File: config.mk
export PLATFORM = sky130hd
export DESIGN_NAME = de_stage_reg
export DESIGN_NICKNAME = d
export VERILOG_FILES = /design/src/rtl/de_stage_reg.sv
export SDC_FILE = /design/constraint.sdc
export NUM_CORES = 1
export LEC_CHECK = 0
export ABC_AREA = 0
export BUFFER_PORTS_ARGS = -buffer_cell sky130_fd_sc_hd__buf_2
export CORE_AREA = 2 2 139 141
export DETAILED_ROUTE_END_ITERATION = 10
export DIE_AREA = 0 0 141 143
export GPL_ROUTABILITY_DRIVEN = 0
export GPL_TIMING_DRIVEN = 0
export PLACE_DENSITY = 0.75
export SLEW_MARGIN = 20
export SYNTH_ARGS = -nofsm -noshare
export SYNTH_HDL_FRONTEND = slang
export SYNTH_SLANG_ARGS = --single-unit
File: constraint.sdc
create_clock -name clk -period 2 [get_ports clk]
set_clock_uncertainty 0.1 [all_clocks]
set_input_delay 0.4 -clock clk [delete_from_list [all_inputs] [get_ports clk]]
set_output_delay 0.4 -clock clk [all_outputs]
set_load 0.005 [all_outputs]
File: src/rtl/de_stage_reg.sv
// de_stage_reg: decode/execute pipeline register.
// Captures the decoded instruction and its register-file operands.
// Operands written back in the same cycle bypass the register file.
// On exec_stall the stage holds its contents. save_mw_reg_rs1/rs2 can
// still overwrite a held operand with the writeback value.
// A flush kills the held instruction.
// Optional: define DE_STAGE_PERF_EN to add the saturating stall_cycles and
// bubble_cycles counters.
module de_stage_reg #(
  parameter int word_width     = 32,
  parameter int reg_addr_width = 5,
  parameter int op_width       = 6
) (
  input  logic                      clk,
  input  logic                      rst,
  input  logic                      dec_valid,
  output logic                      dec_ready,
  input  logic [reg_addr_width-1:0] dec_rs1_tag,
  input  logic [reg_addr_width-1:0] dec_rs2_tag,
  input  logic                      dec_rs1_valid,
  input  logic                      dec_rs2_valid,
  input  logic [reg_addr_width-1:0] dec_rd_tag,
  input  logic                      dec_rd_valid,
  input  logic [word_width-1:0]     dec_imm,
  input  logic [op_width-1:0]       dec_op,
  input  logic [word_width-1:0]     dec_pc,
  input  logic [word_width-1:0]     rf_rs1_data,
  input  logic [word_width-1:0]     rf_rs2_data,
  input  logic [word_width-1:0]     reg_wr_data,
  input  logic [reg_addr_width-1:0] reg_wr_data_tag,
  input  logic                      reg_wr_data_valid,
  input  logic                      exec_stall,
  input  logic                      save_mw_reg_rs1,
  input  logic                      save_mw_reg_rs2,
  input  logic                      flush,
  output logic                      de_reg_valid,
  output logic [word_width-1:0]     de_reg_rs1_data,
  output logic [word_width-1:0]     de_reg_rs2_data,
  output logic [reg_addr_width-1:0] de_reg_rs1_tag,
  output logic [reg_addr_width-1:0] de_reg_rs2_tag,
  output logic                      de_reg_rs1_valid,
  output logic                      de_reg_rs2_valid,
  output logic [reg_addr_width-1:0] de_reg_rd_tag,
  output logic                      de_reg_rd_valid,
  output logic [word_width-1:0]     de_reg_imm,
  output logic [op_width-1:0]       de_reg_op,
  output logic [word_width-1:0]     de_reg_pc
`ifdef DE_STAGE_PERF_EN
  ,
  output logic [31:0]               stall_cycles,
  output logic [31:0]               bubble_cycles
`endif
);

  logic [word_width-1:0] rs1_capture;
  logic [word_width-1:0] rs2_capture;
  logic                  advance;

  // Accept when not stalled, or when a flush drops the incoming wrong-path instruction.
  assign dec_ready = !rst && (flush || !exec_stall);
  assign advance   = !rst && !flush && !exec_stall;

  // Operand selection: x0 reads zero; same-cycle writeback beats stale register-file data.
  always_comb begin
    // NOTE: defaults first so every path assigns both outputs and no latch is inferred.
    rs1_capture = rf_rs1_data;
    rs2_capture = rf_rs2_data;
    if (dec_rs1_tag == '0)
      rs1_capture = '0;
    else if (reg_wr_data_valid && dec_rs1_valid && (reg_wr_data_tag == dec_rs1_tag))
      rs1_capture = reg_wr_data;
    if (dec_rs2_tag == '0)
      rs2_capture = '0;
    else if (reg_wr_data_valid && dec_rs2_valid && (reg_wr_data_tag == dec_rs2_tag))
      rs2_capture = reg_wr_data;
  end

  // Stage register: reset, flush, stall (with operand save), advance or bubble, in priority order.
  always_ff @(posedge clk) begin
    // NOTE: non-blocking assignments so every field samples pre-edge values.
    if (rst) begin
      de_reg_valid     <= 1'b0;
      de_reg_rs1_data  <= '0;
      de_reg_rs2_data  <= '0;
      de_reg_rs1_tag   <= '0;
      de_reg_rs2_tag   <= '0;
      de_reg_rs1_valid <= 1'b0;
      de_reg_rs2_valid <= 1'b0;
      de_reg_rd_tag    <= '0;
      de_reg_rd_valid  <= 1'b0;
      de_reg_imm       <= '0;
      de_reg_op        <= '0;
      de_reg_pc        <= '0;
    end else if (flush) begin
      de_reg_valid    <= 1'b0;
      de_reg_rd_valid <= 1'b0;
    end else if (exec_stall) begin
      if (save_mw_reg_rs1) de_reg_rs1_data <= reg_wr_data;
      if (save_mw_reg_rs2) de_reg_rs2_data <= reg_wr_data;
    end else if (dec_valid) begin
      de_reg_valid     <= 1'b1;
      de_reg_rs1_data  <= rs1_capture;
      de_reg_rs2_data  <= rs2_capture;
      de_reg_rs1_tag   <= dec_rs1_tag;
      de_reg_rs2_tag   <= dec_rs2_tag;
      de_reg_rs1_valid <= dec_rs1_valid;
      de_reg_rs2_valid <= dec_rs2_valid;
      de_reg_rd_tag    <= dec_rd_tag;
      de_reg_rd_valid  <= dec_rd_valid;
      de_reg_imm       <= dec_imm;
      de_reg_op        <= dec_op;
      de_reg_pc        <= dec_pc;
    end else begin
      de_reg_valid    <= 1'b0;
      de_reg_rd_valid <= 1'b0;
    end
  end

`ifdef DE_STAGE_PERF_EN
  // Saturating counts of stalled-valid cycles and bubble advances.
  always_ff @(posedge clk) begin
    if (rst) begin
      stall_cycles  <= '0;
      bubble_cycles <= '0;
    end else begin
      if (!flush && exec_stall && de_reg_valid && (stall_cycles != '1))
        stall_cycles <= stall_cycles + 32'd1;
      if (advance && !dec_valid && (bubble_cycles != '1))
        bubble_cycles <= bubble_cycles + 32'd1;
    end
  end
`endif

endmodule
# After elaboration in Yosys (flattened, before gate mapping)
# Cells that the tools add are included.
# totals
ff_bits	153
in_bits	197
# classes
reduce_logical	15
bitwise	2
mux	12
n_eq_ne	4
# ops
cell	count
32-bit 2-to-1 mux	10
5-bit equality test	2
5-bit logical NOT	2
3-bit AND reduction	3
1-bit logical AND	5
2-bit by 1-bit inequality test with 1-bit output (second input constant)	2
1-bit logical NOT	2
1-bit 2-to-1 mux	2
1-bit NOT	2
2-bit nonzero test	1
2-bit OR reduction	1
1-bit logical OR	1

# Logic depth before layout (Yosys ltp)
# Gate-level depths: netlist of run 1.
# logic_depth
word_depth	6
mapped_depth	8

# Least setup slack after synthesis of run 1
# Ideal clock, no wire load.
# synth_path
path_type	input to register
from	input exec_stall
to	register de_reg_rs1_data[22]
slack_ps	55
arrival_ps	1709
stages	7
setup_ps	135
cell_sequence	buf_4 -> mux2i_2 -> or4_1 -> buf_2 -> buf_6 -> o221ai_1 -> o22ai_1
# synth_between
elab_chain_len	2
elab_cells_between_ends	4
classes_between	1 x eq/ne; 1 x mux; 2 x reduce/logical
# synth_rtl
item	line_no	rtl
start, declared	32	input logic exec_stall,
2-bit by 1-bit inequality test with 1-bit output (no source line) / 2-bit nonzero test (equally long branches)	n/a	
3-bit AND reduction (no source line)	n/a	
end signal, assigned	98	if (save_mw_reg_rs1) de_reg_rs1_data <= reg_wr_data;
end signal, assigned	102	de_reg_rs1_data <= rs1_capture;
end, declared	37	output logic [word_width-1:0] de_reg_rs1_data,
# Several ways; a longest one is shown, not always the timed one.
# A chain may end at the register's enable or synchronous reset.

# Worst setup path after layout of run 1
# layout_path
from	input exec_stall
to	register de_reg_rs1_data[6]
# The elaborated chain is that of the path after synthesis.

==> results of run 1 <==
registers in the layout, indices dropped and copies added (netlist names):
register          count
de_reg_imm           32
de_reg_pc            32
de_reg_rs1_data      32
de_reg_rs2_data      32
de_reg_op             6
de_reg_rd_tag         5
de_reg_rs1_tag        5
de_reg_rs2_tag        5
de_reg_rd_valid       1
de_reg_rs1_valid      1
de_reg_rs2_valid      1
de_reg_valid          1
report_power, final:
part / internal [mW] / switching, mW / total, mW
Clock: 1.68 / 1.60 / 3.28
Sequential: 3.25 / 0.123 / 3.37
Combinational: 0.731 / 1.01 / 1.74
stage by stage:
step,setup TNS (ns),utilization
5_1_grt,-0.512,0.567
2_1_floorplan,0,-
3_3_place_gp,-49.47,0.534
4_1_cts,0,0.567
3_5_place_dp,-53.38,0.534
6_report,-0.178,0.568
how the worst max path moves through the flow:
| stage | slack (ns) | from | end | cells past startpoint |
|---|---|---|---|---|
| after floorplan | 0.06 | exec_stall | de_reg_rs1_data[22]$_SDFFE_PP0P_ | 7 |
| after global placement | -0.54 | exec_stall | de_reg_rs1_data[8]$_SDFFE_PP0P_ | 6 |
| after detailed placement | -0.62 | exec_stall | de_reg_rs1_data[6]$_SDFFE_PP0P_ | 6 |
| after CTS | 0.02 | exec_stall | de_reg_rs1_data[6]$_SDFFE_PP0P_ | 7 |
| after global routing | -0.04 | exec_stall | de_reg_rs1_data[6]$_SDFFE_PP0P_ | 7 |
| final | -0.07 | exec_stall | de_reg_rs1_data[6]$_SDFFE_PP0P_ | 7 |
routing by layer:
layer  GRT usage  up-vias  part of all wire
met5           0        -           0.00040
met4       0.120        2             0.034
met3      0.0855       92             0.097
met2       0.526      597              0.48
met1       0.368     4442              0.39
li1            -     4414                 -
placed cells by master, fill, tap and decap left out, types with 2 or more instances in the layout:
master and n:
nor3_1 4, o21bai_1 32, buf_2 362, clkbuf_2 8
buf_6 6, inv_6 3, o22ai_1 64, inv_8 4
o31a_1 32, a21oi_1 89, clkbuf_1 85, or4_1 2
a21oi_2 2, clkinvlp_4 2, xor2_1 4, dfxtp_1 153
diode_2 4, buf_1 4, o31ai_1 96, o311ai_0 64
buf_4 3, nor2_1 2, nand2_1 181, a21o_1 32
clkbuf_16 17, o221ai_1 32, xnor2_1 6, clkinv_8 5
and2_1 33
logic make-up after synthesis:
family,synth area share
multiplexers,0.00444
buffers and inverters,0.0679
AO/OA/AOI/OAI,0.408
flip-flops,0.388
XOR/XNOR,0.0111
AND/OR/NAND/NOR,0.121
repair_timing:
| action | 4_1_cts | 5_1_grt |
|---|---|---|
| resized for setup | 4 | 12 |
| endpoints found under the setup margin | 63 | 69 |
| hold buffers | 0 | 0 |
worst register-to-register path, stage by stage, from the launching register on:
cell and delay, ns:
dfxtp_1 0.32, o21bai_1 0.18, o311ai_0 0.16, o22ai_1 0.16
final cells by class:
class	instances	area (sq um)	area share
tap	234	293	0.0278
buffer	120	534	0.0507
sequential	153	3060	0.290
clock inverter	15	176	0.0167
antenna	4	10.0	0.000949
timing repair buffer	348	1740	0.165
inverter	2	7.51	0.000712
multi-input combinational	685	4300	0.407
clock buffer	17	425	0.0403
==> reports/qor.csv, run 1 <==
stage,metric,value,unit
timing,worst_slew_pin_slew,0.676,ns
synth,yosys-top-cells-area,"dfxtp_1, o31ai_1, nand2_1",
clocking,clock-sinks,153,
synth,synth_top_area_share,0.388,
global_route,track_usage,0.308,
synth,ys_seq_area_frac,0.388,
cells_and_area,area_growth,33.7,%
power,p_leak,4.47,nW
route,drtPass1Iterations,7,
timing,rsz0062_at_grt,true,
timing,finalHoldViolCount,0,
clocking,cts_buffers,17,
critical_path,cp.required,2.26,ns
route,routedWlPerCell,20.8,um
synth,avgSynthCellArea,8.21,sq um
synth,synthArstFlopShare,0,
critical_path,start_kind,input pin,
timing,fin_crit_sh,1.04,
critical_path,arrival,2.33,ns
critical_path,cp_num_buf_inv,3,
cells_and_area,final_nets,1524,
route,viasPerCell,6.05,
critical_path,crit-reg2reg-launch,de_reg_rs1_data[21]$_SDFFE_PP0P_,
clocking,post-cts-setup-buffers,0,
synth,synth_ff_type,dfxtp_1,
synth,ys_warn_count,0,
timing,finalSetupViolations,9,
critical_path,r2r_cells,3,
critical_path,end_kind,flip-flop,
synth,yosys-top-cells-count,"nand2_1, dfxtp_1, o31ai_1",
global_route,overflow,0,
floorplanning,fp.dieArea,20200,sq um
route,drt_iter0_drc,834,
critical_path,crit_chain,buf_4 -> mux2i_2 -> or2_1 -> buf_2 -> clkbuf_1 -> o31ai_1 -> o22ai_1,
critical_path,regToRegSetupSlack,0.94,ns
critical_path,critPathSlowestCell,mux2i_2,
floorplanning,core_area,18600,sq um
timing,setup_ws,-0.0748,ns
timing,maxSlewHeadroom,0.549,
worst_hold_path,min_path_cells,3,
synth,synth.most_common_cell,nand2_1,
floorplanning,io_pins,351,
synth,mappedNetlistArea,7890,sq um
timing,max_clock_freq,482,MHz
synth,synth-seq-cells,153,
power,p_per_area,795,nW/um^2
critical_path,critPathMaxStageDelay,0.56,ns
cells_and_area,drive_above_1_share,0.311,
placed_design,dpl.hpwl,24800,um
cells_and_area,fill_cells,1786,
power,finalPower,8.39,mW
critical_path,crit_family,buffers and inverters,
floorplanning,start_util,0.425,
outcome,status,finished with violations,
critical_path,critPathKind,input pin to flip-flop,
global_route,antenna_found_initial,4,
worst_hold_path,min-delay-start,dec_rd_tag[0],
floorplanning,die-height,143,um
placed_design,port_buffers,348,
synth,synth_top_area_cell,dfxtp_1,
clocking,clk_latency,0.44,ns
worst_hold_path,holdPathEnd,de_reg_rd_tag[0]$_SDFFE_PP0P_,
synth,synth_cell_type_count,33,
clocking,cts_buffer_depth,2,
timing,worst_hold_slack,0.0890,ns
placed_design,dpl_cell_area,9920,sq um
timing,finalMaxSlewViolations,0,
clocking,clk_pin_slew,0.07,ns
synth,synth_edf_count,0,
clocking,cts_root_buf,clkbuf_16,
placed_design,dpl_worst_slack,-0.617,ns
route,drc,0,
worst_hold_path,worstHoldPathType,input pin to flip-flop,
placed_design,place_inst,1543,
power,ir_drop,0.651,mV
timing,fin_crit,2.07,ns
global_route,grt_pass1_vias,8930,
cells_and_area,fin_area,10500,sq um
floorplanning,rows,50,
clocking,htree_num_levels,4,
floorplanning,dieWidth,141,um
clocking,cts_tree,yes,
outcome,violations,setup timing,
cells_and_area,final_cells,1578,
global_route,grt_first_pass_wirelength,48400,um
job,drv_cap,0,
route,num_vias,9547,
critical_path,rr_endpoint,de_reg_rs1_data[21]$_SDFFE_PP0P_,
route,ant_nets,0,
global_route,grt_max_degree,19,
critical_path,cp_max_fo,10,
route,routed_wl,32800,um
synth,syn-num-nets,1158,
synth,syn_inst,961,
(Power assumes the default switching activity.)
==> inputs of run 2 (changes only) <==
--- a/config.mk
+++ b/config.mk
@@ -7,12 +7,14 @@
 export LEC_CHECK = 0
 export ABC_AREA = 0
 export BUFFER_PORTS_ARGS = -buffer_cell sky130_fd_sc_hd__buf_2
-export CORE_AREA = 2 2 139 141
+export CELL_PAD_IN_SITES_DETAIL_PLACEMENT = 0
+export CELL_PAD_IN_SITES_GLOBAL_PLACEMENT = 2
+export CORE_AREA = 2 2 189 191
 export DETAILED_ROUTE_END_ITERATION = 10
-export DIE_AREA = 0 0 141 143
+export DIE_AREA = 0 0 191 193
 export GPL_ROUTABILITY_DRIVEN = 0
 export GPL_TIMING_DRIVEN = 0
-export PLACE_DENSITY = 0.75
+export PLACE_DENSITY = 0.74
 export SLEW_MARGIN = 20
 export SYNTH_ARGS = -nofsm -noshare
 export SYNTH_HDL_FRONTEND = slang
==> reports/qor.csv, run 2 (synthesis gave the netlist of run 1 again) <==
stage,metric,value,unit
floorplanning,io_pins,351,
placed_design,dpl_cell_area,10200,sq um
placed_design,dpl_worst_slack,-0.750,ns
cells_and_area,regArea,3060,sq um
route,drc,0,
outcome,status,finished with violations,
placed_design,dpl.hpwl,29900,um
critical_path,r2r_cells,3,
cells_and_area,multiInputGateArea,4330,sq um
cells_and_area,area_growth,38.2,%
clocking,clock-sinks,153,
power,ir_drop,0.587,mV
route,ant_nets,0,
timing,fin_crit,2.01,ns
cells_and_area,fin_area,10900,sq um
global_route,grt_pass1_vias,9261,
timing,finalMaxSlewViolations,0,
floorplanning,core_area,35000,sq um
clocking,cts_buffers,17,
placed_design,port_buffers,348,
global_route,track_usage,0.203,
timing,rsz0062_at_grt,true,
critical_path,end_kind,flip-flop,
route,drtPass1Iterations,5,
timing,setup_ws,-0.00732,ns
global_route,grt_max_degree,17,
route,routedWlPerCell,21.5,um
critical_path,cp.required,2.27,ns
timing,fin_tns_setup,-0.00732,ns
global_route,antenna_found_initial,4,
cells_and_area,layout_common_cells,"buf_2, nand2_1, dfxtp_1",
route,routed_wl,38700,um
global_route,grt_first_pass_wirelength,56300,um
clocking,hold_buffers,0,
clocking,cts_buffer_depth,2,
cells_and_area,drive_above_1_share,0.322,
timing,maxSlewHeadroom,0.505,
global_route,use_met3,0.0536,
critical_path,cp_max_fo,10,
clocking,clk_latency,0.45,ns
power,p_per_area,799,nW/um^2
floorplanning,fp.dieArea,36900,sq um
job,drv_cap,0,
timing,worst_slew_pin_slew,0.743,ns
worst_hold_path,min-delay-start,dec_imm[26],
cells_and_area,final_common_cell,buf_2,
critical_path,critPathKind,input pin to flip-flop,
global_route,gr-usage-met1,0.252,
clocking,cts_tree,yes,
clocking,htree_num_levels,4,
global_route,overflow,0,
timing,finalSetupViolations,1,
timing,max_clock_freq,498,MHz
floorplanning,rows,69,
timing,fin_crit_sh,1.00,
floorplanning,die-height,193,um
route,num_vias,9262,
timing,finalHoldViolCount,0,
worst_hold_path,min_path_cells,3,
floorplanning,dieWidth,191,um
cells_and_area,final_nets,1526,
critical_path,crit_path_start,exec_stall,
route,viasPerCell,5.14,
global_route,grtUsageMet2,0.340,
cells_and_area,fill_cells,3859,
critical_path,crit-reg2reg-launch,de_reg_rs1_data[31]$_SDFFE_PP0P_,
power,finalPower,8.71,mW
cells_and_area,antennaDiodeCount,0,
clocking,cts_root_buf,clkbuf_16,
worst_hold_path,worstHoldPathType,input pin to flip-flop,
clocking,clk_pin_slew,0.07,ns
outcome,violations,setup timing,
power,p_leak,4.54,nW
critical_path,arrival,2.28,ns
global_route,busiest_layer,met2,
floorplanning,start_util,0.226,
route,drt_iter0_drc,484,
critical_path,start_kind,input pin,
-- run 2: path summary, 6_finish.rpt --
| path | to | slack, ns |
|---|---|---|
| hold reg to reg | de_reg_pc[30]$_SDFFE_PP0P_ | 0.35 |
| setup / recovery | de_reg_rs1_data[5]$_SDFFE_PP0P_ | -0.007 |
| hold / removal | de_reg_imm[26]$_SDFFE_PP0P_ | 0.09 |
| setup reg to reg | de_reg_rs1_data[31]$_SDFFE_PP0P_ | 0.96 |
-- run 2: final cells by class --
type,count,share of cell area
Tap cell,461,0.0529
Clock buffer,18,0.0394
Sequential cell,153,0.281
Buffer,121,0.0513
Multi-Input combinational cell,685,0.397
Timing Repair Buffer,349,0.160
Inverter,2,0.000689
Clock inverter,13,0.0176
-- run 2: power by group --
group	leakage, nW	switching (mW)	internal [mW]	total (mW)
sequential	1.25	0.119	3.25	3.37
clock	0.306	1.45	2.10	3.54
combinational	2.98	1.05	0.742	1.79
total	4.54	2.62	6.09	8.71
-- run 2: layer usage --
metal  share of wire  vias up
met5          0.0013        -
met4           0.021        8
met3           0.075       47
met2            0.47      362
met1            0.44     4429
li1                -     4416
-- run 2: through the flow --
| step | hold WS (ns) | cells | utilization |
|---|---|---|---|
| after floorplan | 0.353 | 961 | - |
| after global placement | 0.340 | 1770 | 0.292 |
| after detailed placement | 0.344 | 1770 | 0.292 |
| after CTS | 0.0589 | 1801 | 0.310 |
| after global routing | 0.0684 | 1802 | 0.312 |
| final | 0.0854 | 1802 | 0.312 |
-- run 2: worst max-delay path: stages --
cell and delay (ns):
buf_4 0.16, mux2i_4 0.44, or2_1 0.15, buf_2 0.16, clkbuf_1 0.58, o31ai_1 0.18
o22ai_1 0.20
-- run 2: what timing repair did --
item                       4_1_cts  5_1_grt
gates resized for setup         11       34
setup endpoints to repair       96      115
setup buffers                    0        1
